[src/rtl/hoop_pkg.sv]
// Shared types and default widths for the hoop arcade game controller.
package hoop_pkg;

  typedef enum logic [1:0] {
    ST_IDLE   = 2'd0,
    ST_RUN    = 2'd1,
    ST_COMMIT = 2'd2,
    ST_DONE   = 2'd3
  } hoop_state_e;

  localparam int DEF_SCORE_W = 8;
  localparam int DEF_TIME_W  = 8;
  localparam int DEF_ID_W    = 4;

endpackage

[src/rtl/hoop_debounce.sv]
// One hoop channel: 2-flop synchroniser, stability debounce, registered
// rising-edge detect producing a single-cycle hit.
module hoop_debounce #(
  parameter int DB_CYCLES = 500_000
) (
  input  logic clock,
  input  logic reset,
  input  logic hoop_raw,
  output logic hit
);

  localparam int CNT_W = (DB_CYCLES > 1) ? $clog2(DB_CYCLES) : 1;
  localparam logic [CNT_W-1:0] CNT_LAST = CNT_W'(DB_CYCLES - 1);

  logic             sync1_q, sync1_d;
  logic             sync2_q, sync2_d;
  logic             level_q, level_d;
  logic             level_dly_q, level_dly_d;
  logic             hit_q, hit_d;
  logic [CNT_W-1:0] cnt_q, cnt_d;

  // Count consecutive cycles the synchronised input disagrees with the
  // accepted level; flip the level once it has disagreed long enough.
  always_comb begin
    sync1_d     = hoop_raw;
    sync2_d     = sync1_q;
    level_d     = level_q;
    cnt_d       = '0;
    if (sync2_q != level_q) begin
      if (cnt_q == CNT_LAST) begin
        level_d = sync2_q;
      end else begin
        cnt_d = cnt_q + CNT_W'(1);
      end
    end
    level_dly_d = level_q;
    hit_d       = level_q & ~level_dly_q;
  end

  // Channel state registers with synchronous active-low reset.
  always_ff @(posedge clock) begin
    if (!reset) begin
      sync1_q     <= 1'b0;
      sync2_q     <= 1'b0;
      level_q     <= 1'b0;
      level_dly_q <= 1'b0;
      hit_q       <= 1'b0;
      cnt_q       <= '0;
    end else begin
      sync1_q     <= sync1_d;
      sync2_q     <= sync2_d;
      level_q     <= level_d;
      level_dly_q <= level_dly_d;
      hit_q       <= hit_d;
      cnt_q       <= cnt_d;
    end
  end

  assign hit = hit_q;

endmodule

[src/rtl/hoop_game_ctrl.sv]
// Hoop arcade game controller: debounced hoop hits, start-triggered
// countdown, saturating score and a valid/ready hand-off of the result.
//
//   state     | meaning
//   ----------+-----------------------------------------------
//   ST_IDLE   | after reset, waiting for start
//   ST_RUN    | countdown running, hits add to score
//   ST_COMMIT | result offered to leaderboard (commit_valid)
//   ST_DONE   | result accepted, waiting for start of next game
module hoop_game_ctrl
  import hoop_pkg::*;
#(
  parameter int N_HOOPS       = 2,
  parameter int GAME_SECS     = 10,
  parameter int TICKS_PER_SEC = 50_000_000,
  parameter int DB_CYCLES     = 500_000,
  parameter int SCORE_W       = DEF_SCORE_W,
  parameter int TIME_W        = DEF_TIME_W,
  parameter int ID_W          = DEF_ID_W
) (
  input  logic               clock,
  input  logic               reset,
  input  logic               start,
  input  logic [N_HOOPS-1:0] hoop_in,
  input  logic [ID_W-1:0]    user_id,
  output logic [TIME_W-1:0]  time_left,
  output logic [SCORE_W-1:0] score,
  output logic               running,
  output logic               game_over,
  output logic               commit_valid,
  output logic [SCORE_W-1:0] commit_score,
  output logic [ID_W-1:0]    commit_id,
  input  logic               commit_ready
);

  localparam int PS_W  = (TICKS_PER_SEC > 1) ? $clog2(TICKS_PER_SEC) : 1;
  localparam int POP_W = $clog2(N_HOOPS + 1);
  localparam int SUM_W = ((SCORE_W > POP_W) ? SCORE_W : POP_W) + 1;
  localparam logic [PS_W-1:0]  PS_LAST   = PS_W'(TICKS_PER_SEC - 1);
  localparam logic [SUM_W-1:0] SCORE_MAX = {{(SUM_W - SCORE_W){1'b0}}, {SCORE_W{1'b1}}};

  hoop_state_e        state_q, state_d;
  logic [TIME_W-1:0]  time_left_q, time_left_d;
  logic [SCORE_W-1:0] score_q, score_d;
  logic [PS_W-1:0]    prescaler_q, prescaler_d;
  logic [ID_W-1:0]    id_q, id_d;
  logic [N_HOOPS-1:0] hits;
  logic [POP_W-1:0]   hit_count;
  logic [SUM_W-1:0]   score_sum;
  logic               sec_tick;

  for (genvar g = 0; g < N_HOOPS; g++) begin : g_hoop
    hoop_debounce #(
      .DB_CYCLES(DB_CYCLES)
    ) u_debounce (
      .clock   (clock),
      .reset   (reset),
      .hoop_raw(hoop_in[g]),
      .hit     (hits[g])
    );
  end

  // Number of channels that scored this cycle.
  always_comb begin
    hit_count = '0;
    for (int i = 0; i < N_HOOPS; i++) begin
      hit_count = hit_count + POP_W'(hits[i]);
    end
  end

  assign score_sum = SUM_W'(score_q) + SUM_W'(hit_count);
  assign sec_tick  = (prescaler_q == PS_LAST);

  // Game sequencing: start handling, seconds countdown, scoring, hand-off.
  always_comb begin
    state_d     = state_q;
    time_left_d = time_left_q;
    score_d     = score_q;
    prescaler_d = prescaler_q;
    id_d        = id_q;
    case (state_q)
      ST_IDLE, ST_DONE: begin
        if (start) begin
          state_d     = ST_RUN;
          time_left_d = TIME_W'(GAME_SECS);
          score_d     = '0;
          prescaler_d = '0;
          id_d        = user_id;
        end
      end
      ST_RUN: begin
        // Hits on the final tick still count; the score freezes afterwards.
        score_d = (score_sum > SCORE_MAX) ? '1 : score_sum[SCORE_W-1:0];
        if (sec_tick) begin
          prescaler_d = '0;
          time_left_d = time_left_q - TIME_W'(1);
          if (time_left_q == TIME_W'(1)) begin
            state_d = ST_COMMIT;
          end
        end else begin
          prescaler_d = prescaler_q + PS_W'(1);
        end
      end
      ST_COMMIT: begin
        if (commit_ready) begin
          state_d = ST_DONE;
        end
      end
      default: state_d = ST_IDLE;
    endcase
  end

  // Controller registers; reset abandons any game or pending commit.
  always_ff @(posedge clock) begin
    if (!reset) begin
      state_q     <= ST_IDLE;
      time_left_q <= '0;
      score_q     <= '0;
      prescaler_q <= '0;
      id_q        <= '0;
    end else begin
      state_q     <= state_d;
      time_left_q <= time_left_d;
      score_q     <= score_d;
      prescaler_q <= prescaler_d;
      id_q        <= id_d;
    end
  end

  assign time_left    = time_left_q;
  assign score        = score_q;
  assign running      = (state_q == ST_RUN);
  assign game_over    = (state_q == ST_DONE);
  assign commit_valid = (state_q == ST_COMMIT);
  assign commit_score = score_q;
  assign commit_id    = id_q;

endmodule

[config.mk]
export PLATFORM = sky130hd
export DESIGN_NAME = hoop_game_ctrl
export DESIGN_NICKNAME = d
export VERILOG_FILES = /design/src/rtl/hoop_pkg.sv /design/src/rtl/hoop_debounce.sv /design/src/rtl/hoop_game_ctrl.sv
export SDC_FILE = /design/constraint.sdc
export NUM_CORES = 1
export LEC_CHECK = 0
export BUFFER_PORTS_ARGS = -buffer_cell sky130_fd_sc_hd__buf_4
export CAP_MARGIN = 10
export CORE_ASPECT_RATIO = 1.5
export CORE_MARGIN = 1.5
export CORE_UTILIZATION = 40
export DETAILED_ROUTE_END_ITERATION = 8
export GPL_TIMING_DRIVEN = 0
export MAX_ROUTING_LAYER = met4
export PLACE_DENSITY = 0.65
export SLEW_MARGIN = 20
export SYNTH_ARGS = -nofsm -noshare
export SYNTH_HDL_FRONTEND = slang
export SYNTH_SLANG_ARGS = --single-unit
[constraint.sdc]
create_clock -name clock -period 5.4 [get_ports clock]
set_clock_uncertainty 0.2 [all_clocks]
set_input_delay 0.81 -clock clock [delete_from_list [all_inputs] [get_ports clock]]
set_output_delay 0.81 -clock clock [all_outputs]
set_load 0.03 [all_outputs]
==> parameters.txt, run 1 <==
Parameter                              Value

Run status
  Result of the run    complete, no violations

Pwr
  P per Cell Area    roughly 370 mW/mm^2
  Cell leakage power    about 0.0019 uW
  Worst vdd ir    approximately 0.16 mV

Critical path
  Worst EP required    5.49 ns
  Critical register-to-register path startpoint    state_q[0]$_SDFFE_PN0P_
  Worst setup SP type    flop
  CP startpoint    state_q[0]$_SDFFE_PN0P_
  Cell with the largest stage delay on the worst path    sky130_fd_sc_hd__or4b_2
  Category of the critical setup timing path    reg2reg
  Number of buffer and inverter instances along the worst setup path    2
  Arrival time at the worst endpoint    approximately 3 ns
  Biggest fanout along the worst timing path    9
  Cells along the critical path    inv_1, ha_1, buf_4, mux2i_1, o21ai_0, nor2_1, or4b_2, nand2_1
  Number of cells on the worst reg-to-reg path    8
  FF-to-FF setup slack    around 2.5 ns
  End of the worst register-to-register path    time_left[4]$_SDFFE_PN0P_
  Cell class contributing the biggest share of worst-path delay    simple AND/OR/NAND/NOR gates
  Critical Path End Type    flop
  Crit path largest cell delay    0.59 ns
  Logic depth of the worst setup path including buffers    8

Finish
  Area growth syn-to-layout    17.9%
  N_diodes    0
  Fraction of layout instances using a drive strength above 1    0.133
  Fin nets    approximately 590
  Total of fill cells in the finished design    1032

Die
  Std-Cell Rows    46
  Die outline width    89.0 um
  Die boundary height    approximately 130 um
  Core footprint    around 0.011 sq mm
  I/O pin count    41
  Effective utilization at floorplan    0.414
  Full die area    between 0.01 and 0.015 sq mm

Timing
  Final clock period utilization by the worst path    0.532
  Minimum clock period    2.87 ns
  Setup repair after global routing missed its margin    no
  Final sum of negative setup slack    0 ns
  Worst slew margin relative to its limit    0.397
  Max Clock Freq    348 MHz
  Number of failing setup endpoints in the final timing report    0
  Final max-slew violation count    0
  Worst-Margin Slew    0.897 ns
  Hold Fails Final Rpt    0
  Post-route worst setup slack    between 2 and 3 ns

Clocking
  Number of sinks on the clock net    96
  Setup bufs post-CTS    0
  Clock tree from TritonCTS    done
  Clock edge transition at the registers on the reported setup and hold paths    0.07 ns
  Library cell used as clock root buffer    sky130_fd_sc_hd__clkbuf_16
  Longest Clk Path Bufs    2
  Number of CTS-inserted buffers    9
  Hold Buf Count CTS    0
  CTS-repair resized insts    0
  Worst skew pair latency    about 0.34 ns
  H-Tree Level Count    3

Placed design
  HPWL Detailed    between 6000 and 7000 um
  Final weighted congestion in routability-driven placement    approximately 0.82
  Number of input and output port buffers inserted    39
  Pre-CTS setup slack    between 2 and 3 ns

Route
  Sum of routed wire length over all layers    8800 um
  Routed length per instance    ~12 um
  DRC viols    0
  First-iteration detailed-routing DRC count    about 120
  Via count of the routed design    3632
  Number of nets still failing antenna checks after routing    0
  Via-to-Cell Ratio    5.09
  Number of iterations in the first detailed-routing pass    4

Synthesis
  Top post-synthesis cells by count    sky130_fd_sc_hd__dfxtp_1 (96), sky130_fd_sc_hd__nor2_1 (88), sky130_fd_sc_hd__nand2_1 (45)
  Count of different cell masters after synthesis    54
  #FFs+latches synth    96
  Synthesized-area fraction occupied by ao, oa, aoi and oai cells    0.0753
  Warnings from Yosys    0
  Post-synthesis mux area share    0.00931
  Simple-gate share of the synthesized area    0.291
  Syn Inst Count    roughly 520
  EDFF count, synth    0
  Post-synthesis area per instance    roughly 8.6 sq um
  Fraction of registers with async set/reset    0
  Cells taking the most area after synthesis    sky130_fd_sc_hd__dfxtp_1 (43%), sky130_fd_sc_hd__nor2_1 (7.4%), sky130_fd_sc_hd__xor2_1 (6.3%)
  Synth Cell Area    0.00444 sq mm
  Cell type contributing the most total cell area after synthesis    sky130_fd_sc_hd__dfxtp_1
  Area share of fa/ha/maj cells after synthesis    0.0327
  Sequential-to-total area share from yosys stat    0.433
  Dominant cell by count in the synthesized netlist    sky130_fd_sc_hd__dfxtp_1
  Largest family of logic cells by synthesized area    simple AND/OR/NAND/NOR gates
  Xor-xnor portion of the synthesized cell area    0.116
  Area share of the largest cell type after synthesis    0.433
  Most used flip-flop cell after synthesis    sky130_fd_sc_hd__dfxtp_1
  Total nets after synthesis    ~540

Worst hold path
  Destination of the worst hold path    g_hoop[0].u_debounce.hit$_SDFF_PN0_
  WHS Path Cells    1
  Class of the worst hold path    reg2reg
  Worst Hold Launch    g_hoop[0].u_debounce.level_dly_q$_SDFF_PN0_

GRT
  GR Util All Layers    0.167
  Wire length of the first global-routing pass    15400 um
  Pin count of the biggest net entering global routing    15
  Number of global-route vias before repair    3547
  Remaining global-route overflow    0
  Initial antenna violation count    0

Flow run
  Count of max-cap constraint violations    0
==> worst reg2reg max path: cells and delay by family (launching register included) <==
| family | cells | cell delay (ns) |
|---|---|---|
| mux | 1 | 0.48 |
| flops | 1 | 0.42 |
| compound gates | 1 | 0.38 |
| buf+inv | 2 | 0.22 |
| fa+ha+maj | 1 | 0.27 |
| simple gates | 3 | 0.84 |
==> layout make-up <==
type | count | area (sq um) | share of cell area
Sequential cell | 96 | 1920 | 0.367
Buffer | 23 | 131 | 0.0251
Timing Repair Buffer | 39 | 293 | 0.0560
Clock inverter | 3 | 65.1 | 0.0124
Clock buffer | 12 | 256 | 0.0490
Multi-Input combinational cell | 382 | 2330 | 0.445
Tap cell | 144 | 180 | 0.0344
Inverter | 15 | 56.3 | 0.0108
==> logic make-up (layout without fill, tap and decap cells) <==
family | after synthesis | count (layout)
muxes | 4 | 4
DFF | 96 | 96
buffers and inverters | 38 | 92
adders and majority gates | 11 | 11
AOI/OAI and AO/OA | 54 | 54
xor gates and xnor gates | 59 | 59
and+or+nand+nor | 254 | 254
==> metrics by stage <==
step                total power [uW]  utilization  cell area, sq um  hold WS [ns]  instances
finish                          1940        0.489              5230         0.183        714
global placement                1260        0.459              4910         0.175        699
floorplan                       1130            -              4440         0.167        516
global route                    2030        0.489              5230         0.200        714
CTS                             1960        0.489              5230         0.186        714
detailed placement              1270        0.459              4910         0.173        699
==> where the power goes <==
group | internal (uW) | switching (uW) | total, uW
Combinational | 170 | 295 | 465
Sequential | 750 | 40.2 | 790
Clock | 428 | 255 | 683
Total | 1350 | 591 | 1940
==> state kept, by name, indices dropped and copies added, names as in the netlist <==
register and flops:
g_hoop.u_debounce.hit 2, commit_score 8, g_hoop.u_debounce.level_dly_q 2, g_hoop.u_debounce.cnt_q 38, g_hoop.u_debounce.level_dly_d 2, g_hoop.u_debounce.sync1_q 2, prescaler_q 26, g_hoop.u_debounce.sync2_q 2
state_q 2, commit_id 4, time_left 8
==> metal layers <==
| metal | wire length, um | GRT usage | share of wire |
|---|---|---|---|
| met4 | 178 | 0.0701 | 0.020 |
| met3 | 270 | 0.0338 | 0.031 |
| met1 | 3990 | 0.194 | 0.45 |
| met5 | 0 | - | 0 |
| met2 | 4370 | 0.277 | 0.50 |
==> worst max-delay path by stage <==
stage | endpoint | slack, ns
after CTS | time_left[4]$_SDFFE_PN0P_ | 2.54
after global routing | prescaler_q[4]$_SDFFE_PN0P_ | 2.40
final | time_left[4]$_SDFFE_PN0P_ | 2.53
after global placement | time_left[4]$_SDFFE_PN0P_ | 2.52
after detailed placement | time_left[4]$_SDFFE_PN0P_ | 2.57
after floorplan | time_left[5]$_SDFFE_PN0P_ | 2.92
==> cell usage in the layout, fill, tap and decap left out, types with 7 or more instances in the layout <==
master	count
sky130_fd_sc_hd__buf_4	48
sky130_fd_sc_hd__inv_1	14
sky130_fd_sc_hd__o21ai_0	18
sky130_fd_sc_hd__xor2_1	32
sky130_fd_sc_hd__nand2_1	45
sky130_fd_sc_hd__and2_1	7
sky130_fd_sc_hd__xnor2_1	27
sky130_fd_sc_hd__nand4_1	18
sky130_fd_sc_hd__and3_1	8
sky130_fd_sc_hd__dfxtp_1	96
sky130_fd_sc_hd__a21oi_1	15
sky130_fd_sc_hd__nor3_1	10
sky130_fd_sc_hd__nand3_1	27
sky130_fd_sc_hd__nor2_1	88
sky130_fd_sc_hd__clkbuf_1	11
sky130_fd_sc_hd__ha_1	10
sky130_fd_sc_hd__clkbuf_16	9
Note: power is estimated with default switching activity, not from simulation.
==> run 2: changes to the inputs <==
PLACE_DENSITY = 0.68   (was 0.65)
clock period = 2.57 ns   (was 5.4 ns; I/O delays follow)
==> parameters.txt, run 2 (synthesis gave the netlist of run 1 again) <==
Parameter                              Value

Finish
  Max FFs per register    38
  Commonest non-fill, non-tap cell in the layout    sky130_fd_sc_hd__dfxtp_1
  Total of fill cells in the finished design    a little over 1000
  Fraction of layout instances using a drive strength above 1    0.149
  Fin nets    586
  Largest registers in the final layout    g_hoop.u_debounce.cnt_q (38), prescaler_q (26)
  Register with the highest flop count    g_hoop.u_debounce.cnt_q
  End-of-flow core utilization    0.490
  Final instance area    0.00525 sq mm
  Highest-count cells in the layout ignoring fill and taps    sky130_fd_sc_hd__dfxtp_1 (95), sky130_fd_sc_hd__nor2_1 (88), sky130_fd_sc_hd__buf_4 (48), sky130_fd_sc_hd__nand2_1 (45), sky130_fd_sc_hd__xor2_1 (32)
  Area growth syn-to-layout    18.3%
  N_diodes    0

Timing
  Hold Fails Final Rpt    0
  Setup repair after global routing missed its margin    no
  Number of failing setup endpoints in the final timing report    0
  Max Clock Freq    410 MHz
  Final clock period utilization by the worst path    0.950
  Worst slew margin relative to its limit    0.516
  Worst hold margin    around 0.058 ns
  Post-route worst setup slack    0.129 ns
  Worst-Margin Slew    0.721 ns
  Minimum clock period    2.44 ns
  Final max-slew violation count    0

Critical path
  Category of the critical setup timing path    reg2reg
  Worst setup SP type    flop
  Cells along the critical path    inv_1, ha_1, buf_4, mux2i_4, o21ai_1, nor2_1, or4b_2, nand2_1
  Arrival time at the worst endpoint    about 2.5 ns
  Critical Path End Type    flop
  Worst EP required    2.65 ns
  Crit path largest cell delay    between 0.5 and 0.6 ns
  Cell with the largest stage delay on the worst path    sky130_fd_sc_hd__or4b_2
  Biggest fanout along the worst timing path    9

Clocking
  H-Tree Level Count    3
  Library cell used as clock root buffer    sky130_fd_sc_hd__clkbuf_16
  Setup bufs post-CTS    0
  Longest Clk Path Bufs    2
  Number of sinks on the clock net    96
  Worst skew pair latency    0.34 ns
  Number of CTS-inserted buffers    9
  Clock edge transition at the registers on the reported setup and hold paths    around 0.06 ns
  Clock tree from TritonCTS    done
  Hold Buf Count CTS    0

Pwr
  Worst vdd ir    0.275 mV
  Share of power burned in registers    0.415
  Cell-internal power    between 2000 and 3000 uW
  P per Cell Area    766 mW/mm^2
  Cell leakage power    between 0.0015 and 0.002 uW
  Logic pwr share    0.253
  Switching part of the total power    0.310
  PnR Total Power    between 4000 and 5000 uW
  Switching power    1250 uW
  Fraction of power consumed by the clock network    0.333

GRT
  Wire length of the first global-routing pass    between 15000 and 20000 um
  Remaining global-route overflow    0
  GR Util All Layers    0.166
  Pin count of the biggest net entering global routing    15
  Initial antenna violation count    0
  Number of global-route vias before repair    3489

Die
  Die boundary height    132 um
  Std-Cell Rows    46
  Effective utilization at floorplan    0.414
  Die outline width    89.0 um
  Core footprint    approximately 0.011 sq mm
  I/O pin count    41
  Full die area    0.0117 sq mm

Flow run
  Count of max-cap constraint violations    0

Placed design
  Standard cell area after detailed placement    0.00491 sq mm
  Pre-CTS setup slack    -0.177 ns
  HPWL Detailed    6620 um
  Final weighted congestion in routability-driven placement    0.854
  Number of input and output port buffers inserted    39

Route
  Routed length per instance    between 10 and 15 um
  DRC viols    0
  Sum of routed wire length over all layers    between 9000 and 10000 um
  First-iteration detailed-routing DRC count    between 150 and 200
  Via count of the routed design    roughly 3700
  Number of iterations in the first detailed-routing pass    4
  Via-to-Cell Ratio    ~5.2
  Number of nets still failing antenna checks after routing    0

Run status
  Result of the run    complete, no violations

Worst hold path
  Class of the worst hold path    in2reg
run 2: cell types whose count changed in the layout (fill, tap and decap cells not counted), sizes merged:
cell and change:
clkinv +1, bufinv -1
run 2: through the flow:
step / cells / setup TNS (ns)
floorplan: 516 / 0
global placement: 699 / -4.06
detailed placement: 699 / -4.09
CTS: 715 / -2.61
global route: 714 / 0
finish: 714 / 0
run 2: path summary, 6_finish.rpt:
check	from	slack [ns]	to	cells after the start
max	state_q[0]$_SDFFE_PN0P_	0.13	time_left[4]$_SDFFE_PN0P_	8
min	hoop_in[1]	0.06	g_hoop[1].u_debounce.sync1_q$_SDFF_PN0_	2
max reg2reg	state_q[0]$_SDFFE_PN0P_	0.13	time_left[4]$_SDFFE_PN0P_	8
min reg2reg	g_hoop[1].u_debounce.level_dly_q$_SDFF_PN0_	0.19	g_hoop[1].u_debounce.hit$_SDFF_PN0_	1
run 2: what timing repair did:
| item | CTS | global route |
|---|---|---|
| gates cloned | 0 | 0 |
| gates resized for setup | 1 | 18 |
| setup endpoints to repair | 33 | 43 |
run 2: area by class of cell:
cell class,count,area (sq um),area share
buffer,22,134,0.0255
clock buffer,13,260,0.0496
clock inverter,3,40.0,0.00763
inverter,15,56.3,0.0107
multi-input combinational,382,2360,0.449
sequential,96,1930,0.367
tap,144,180,0.0343
timing repair buffer,39,293,0.0558
run 2: metal layers:
| metal | global-route usage | wire, um | part of all wire | vias up |
|---|---|---|---|---|
| met4 | 0.0624 | 168 | 0.018 | 0 |
| met2 | 0.277 | 4590 | 0.50 | 62 |
| li1 | - | - | - | 1861 |
| met3 | 0.0307 | 352 | 0.038 | 12 |
| met1 | 0.195 | 4040 | 0.44 | 1780 |
| met5 | - | 0 | 0 | - |
run 2: power groups by stage:
stage,sequential (uW),clock (uW),combinational (uW)
global route,1680,1420,1110
detailed placement,1690,0,970
floorplan,1810,0,561
CTS,1660,1370,983
finish,1670,1340,1010
global placement,1690,0,953
run 2: worst max-delay path, delay by kind of cell, from the launching register on:
family | cells | cell delay [ns]
DFF | 1 | 0.37
muxes | 1 | 0.34
AOI/OAI and AO/OA | 1 | 0.21
buffers and inverters | 2 | 0.21
adders and majority gates | 1 | 0.27
and+or+nand+nor | 3 | 0.79
==> run 3: changes to the inputs <==
CORE_UTILIZATION = 30   (was 40)
GPL_ROUTABILITY_DRIVEN = 0   (was unset)
PLACE_DENSITY = 0.56   (was 0.68)
==> parameters.txt, run 3 (synthesis gave the netlist of run 1 again) <==
Parameter                              Value

Critical path
  Number of buffer and inverter instances along the worst setup path    2
  Crit path largest cell delay    0.58 ns
  Cells along the critical path    inv_1, ha_1, buf_4, mux2i_4, o21ai_1, nor2_1, or4b_2, nand2_1
  Biggest fanout along the worst timing path    9
  Worst setup SP type    flop
  CP startpoint    state_q[0]$_SDFFE_PN0P_
  Worst EP required    2.66 ns
  Critical Path End Type    flop
  Arrival time at the worst endpoint    2.53 ns
  Category of the critical setup timing path    reg2reg
  Cell with the largest stage delay on the worst path    sky130_fd_sc_hd__or4b_2
  Cell class contributing the biggest share of worst-path delay    simple AND/OR/NAND/NOR gates
  Critical register-to-register path startpoint    state_q[0]$_SDFFE_PN0P_

Placed design
  HPWL Detailed    6920 um
  Pre-CTS setup slack    -0.323 ns
  Number of input and output port buffers inserted    39
  Standard cell area after detailed placement    0.00497 sq mm

Route
  Number of nets still failing antenna checks after routing    0
  Via count of the routed design    3661
  First-iteration detailed-routing DRC count    roughly 130
  DRC viols    0
  Number of iterations in the first detailed-routing pass    4
  Sum of routed wire length over all layers    9460 um
  Via-to-Cell Ratio    about 4.8
  Routed length per instance    roughly 12 um

Timing
  Worst-Margin Slew    approximately 0.72 ns
  Final clock period utilization by the worst path    0.950
  Max Clock Freq    410 MHz
  Post-route worst setup slack    about 0.13 ns
  Minimum clock period    2.44 ns
  Worst hold margin    around 0.058 ns
  Setup repair after global routing missed its margin    yes
  Worst slew margin relative to its limit    0.516
  Hold Fails Final Rpt    0
  Final max-slew violation count    0
  Number of failing setup endpoints in the final timing report    0

GRT
  Initial antenna violation count    0
  Wire length of the first global-routing pass    16000 um
  Remaining global-route overflow    0
  Pin count of the biggest net entering global routing    17
  GR Util All Layers    0.129
  Number of global-route vias before repair    3517

Clocking
  Clock tree from TritonCTS    done
  Worst skew pair latency    0.34 ns
  Clock edge transition at the registers on the reported setup and hold paths    0.07 ns
  Library cell used as clock root buffer    sky130_fd_sc_hd__clkbuf_16
  H-Tree Level Count    3
  Number of sinks on the clock net    96
  Number of CTS-inserted buffers    9
  Longest Clk Path Bufs    2

Finish
  Largest registers in the final layout    g_hoop.u_debounce.cnt_q (38), prescaler_q (26)
  N_diodes    0
  Area growth syn-to-layout    20.2%
  Max FFs per register    38
  Register with the highest flop count    g_hoop.u_debounce.cnt_q
  Total of fill cells in the finished design    1447
  Fraction of layout instances using a drive strength above 1    0.157
  Final instance area    0.00533 sq mm
  End-of-flow core utilization    0.367
  Commonest non-fill, non-tap cell in the layout    sky130_fd_sc_hd__dfxtp_1
  Fin nets    589
  Highest-count cells in the layout ignoring fill and taps    sky130_fd_sc_hd__dfxtp_1 (95), sky130_fd_sc_hd__nor2_1 (88), sky130_fd_sc_hd__buf_4 (51), sky130_fd_sc_hd__nand2_1 (45), sky130_fd_sc_hd__xor2_1 (32)

Die
  Core footprint    0.0145 sq mm
  Die outline width    102 um
  Effective utilization at floorplan    0.305
  Std-Cell Rows    54
  Die boundary height    ~150 um
  Full die area    0.0155 sq mm
  I/O pin count    41

Pwr
  Worst vdd ir    roughly 0.33 mV
  PnR Total Power    4040 uW
  P per Cell Area    758 mW/mm^2
  Cell leakage power    0.00190 uW

Worst hold path
  Worst Hold Launch    hoop_in[0]
  Class of the worst hold path    in2reg

Run status
  Result of the run    complete, no violations

Flow run
  Count of max-cap constraint violations    0
==> run 3: cell types whose count changed in the layout (fill, tap and decap cells not counted), sizes merged <==
cell / change
buf: +4
clkbuf: -5
clkinv: +2
clkinvlp: +2
==> run 3: through the flow <==
stage,TNS [ns],cells
detailed placement,-9.09,751
finish,0,769
global placement,-6.88,751
CTS,0,767
floorplan,0,516
global route,-0.0266,769
==> run 3: cell type report <==
class	instances	area [sq um]	area share
well taps	196	245	0.0460
plain buffers	22	134	0.0251
flip-flops and latches	96	1930	0.361
repair buffers	42	315	0.0591
multi-input cells	382	2360	0.442
inverters	15	56.3	0.0106
clock buffers	9	225	0.0422
clock inverters	7	72.6	0.0136
==> run 3: worst register-to-register path: stages (launching register included) <==
cell	delay, ns
sky130_fd_sc_hd__dfxtp_4	0.37
sky130_fd_sc_hd__inv_1	0.04
sky130_fd_sc_hd__ha_1	0.26
sky130_fd_sc_hd__buf_4	0.17
sky130_fd_sc_hd__mux2i_4	0.33
sky130_fd_sc_hd__o21ai_1	0.21
sky130_fd_sc_hd__nor2_1	0.13
sky130_fd_sc_hd__or4b_2	0.58
sky130_fd_sc_hd__nand2_1	0.09
==> run 3: power breakdown <==
| group | total (uW) | leakage [uW] | switching [uW] | internal [uW] |
|---|---|---|---|---|
| logic | 1040 | 0.000984 | 649 | 394 |
| clock network | 1330 | 0.000141 | 580 | 754 |
| registers | 1670 | 0.000777 | 87.3 | 1580 |
| total | 4040 | 0.00190 | 1320 | 2730 |
==> run 3: worst paths after layout <==
check / end / slack [ns] / depth (start not counted)
max reg2reg: time_left[4]$_SDFFE_PN0P_ / 0.13 / 8
max: time_left[4]$_SDFFE_PN0P_ / 0.13 / 8
min reg2reg: g_hoop[0].u_debounce.hit$_SDFF_PN0_ / 0.19 / 1
min: g_hoop[0].u_debounce.sync1_q$_SDFF_PN0_ / 0.06 / 2
==> run 3: routing by layer <==
| metal | vias to the layer above | track usage | share of wire |
|---|---|---|---|
| met3 | 10 | 0.0207 | 0.028 |
| met5 | - | - | 0 |
| met2 | 54 | 0.224 | 0.51 |
| met1 | 1728 | 0.145 | 0.45 |
| met4 | 0 | 0.0509 | 0.014 |
| li1 | 1869 | - | - |
==> run 3: repair_timing <==
action,in CTS,in global routing
setup endpoints to repair,44,38
pin swaps,0,1
resized for setup,10,5
hold buffers,0,0
cloned,0,0
buffers inserted,0,3
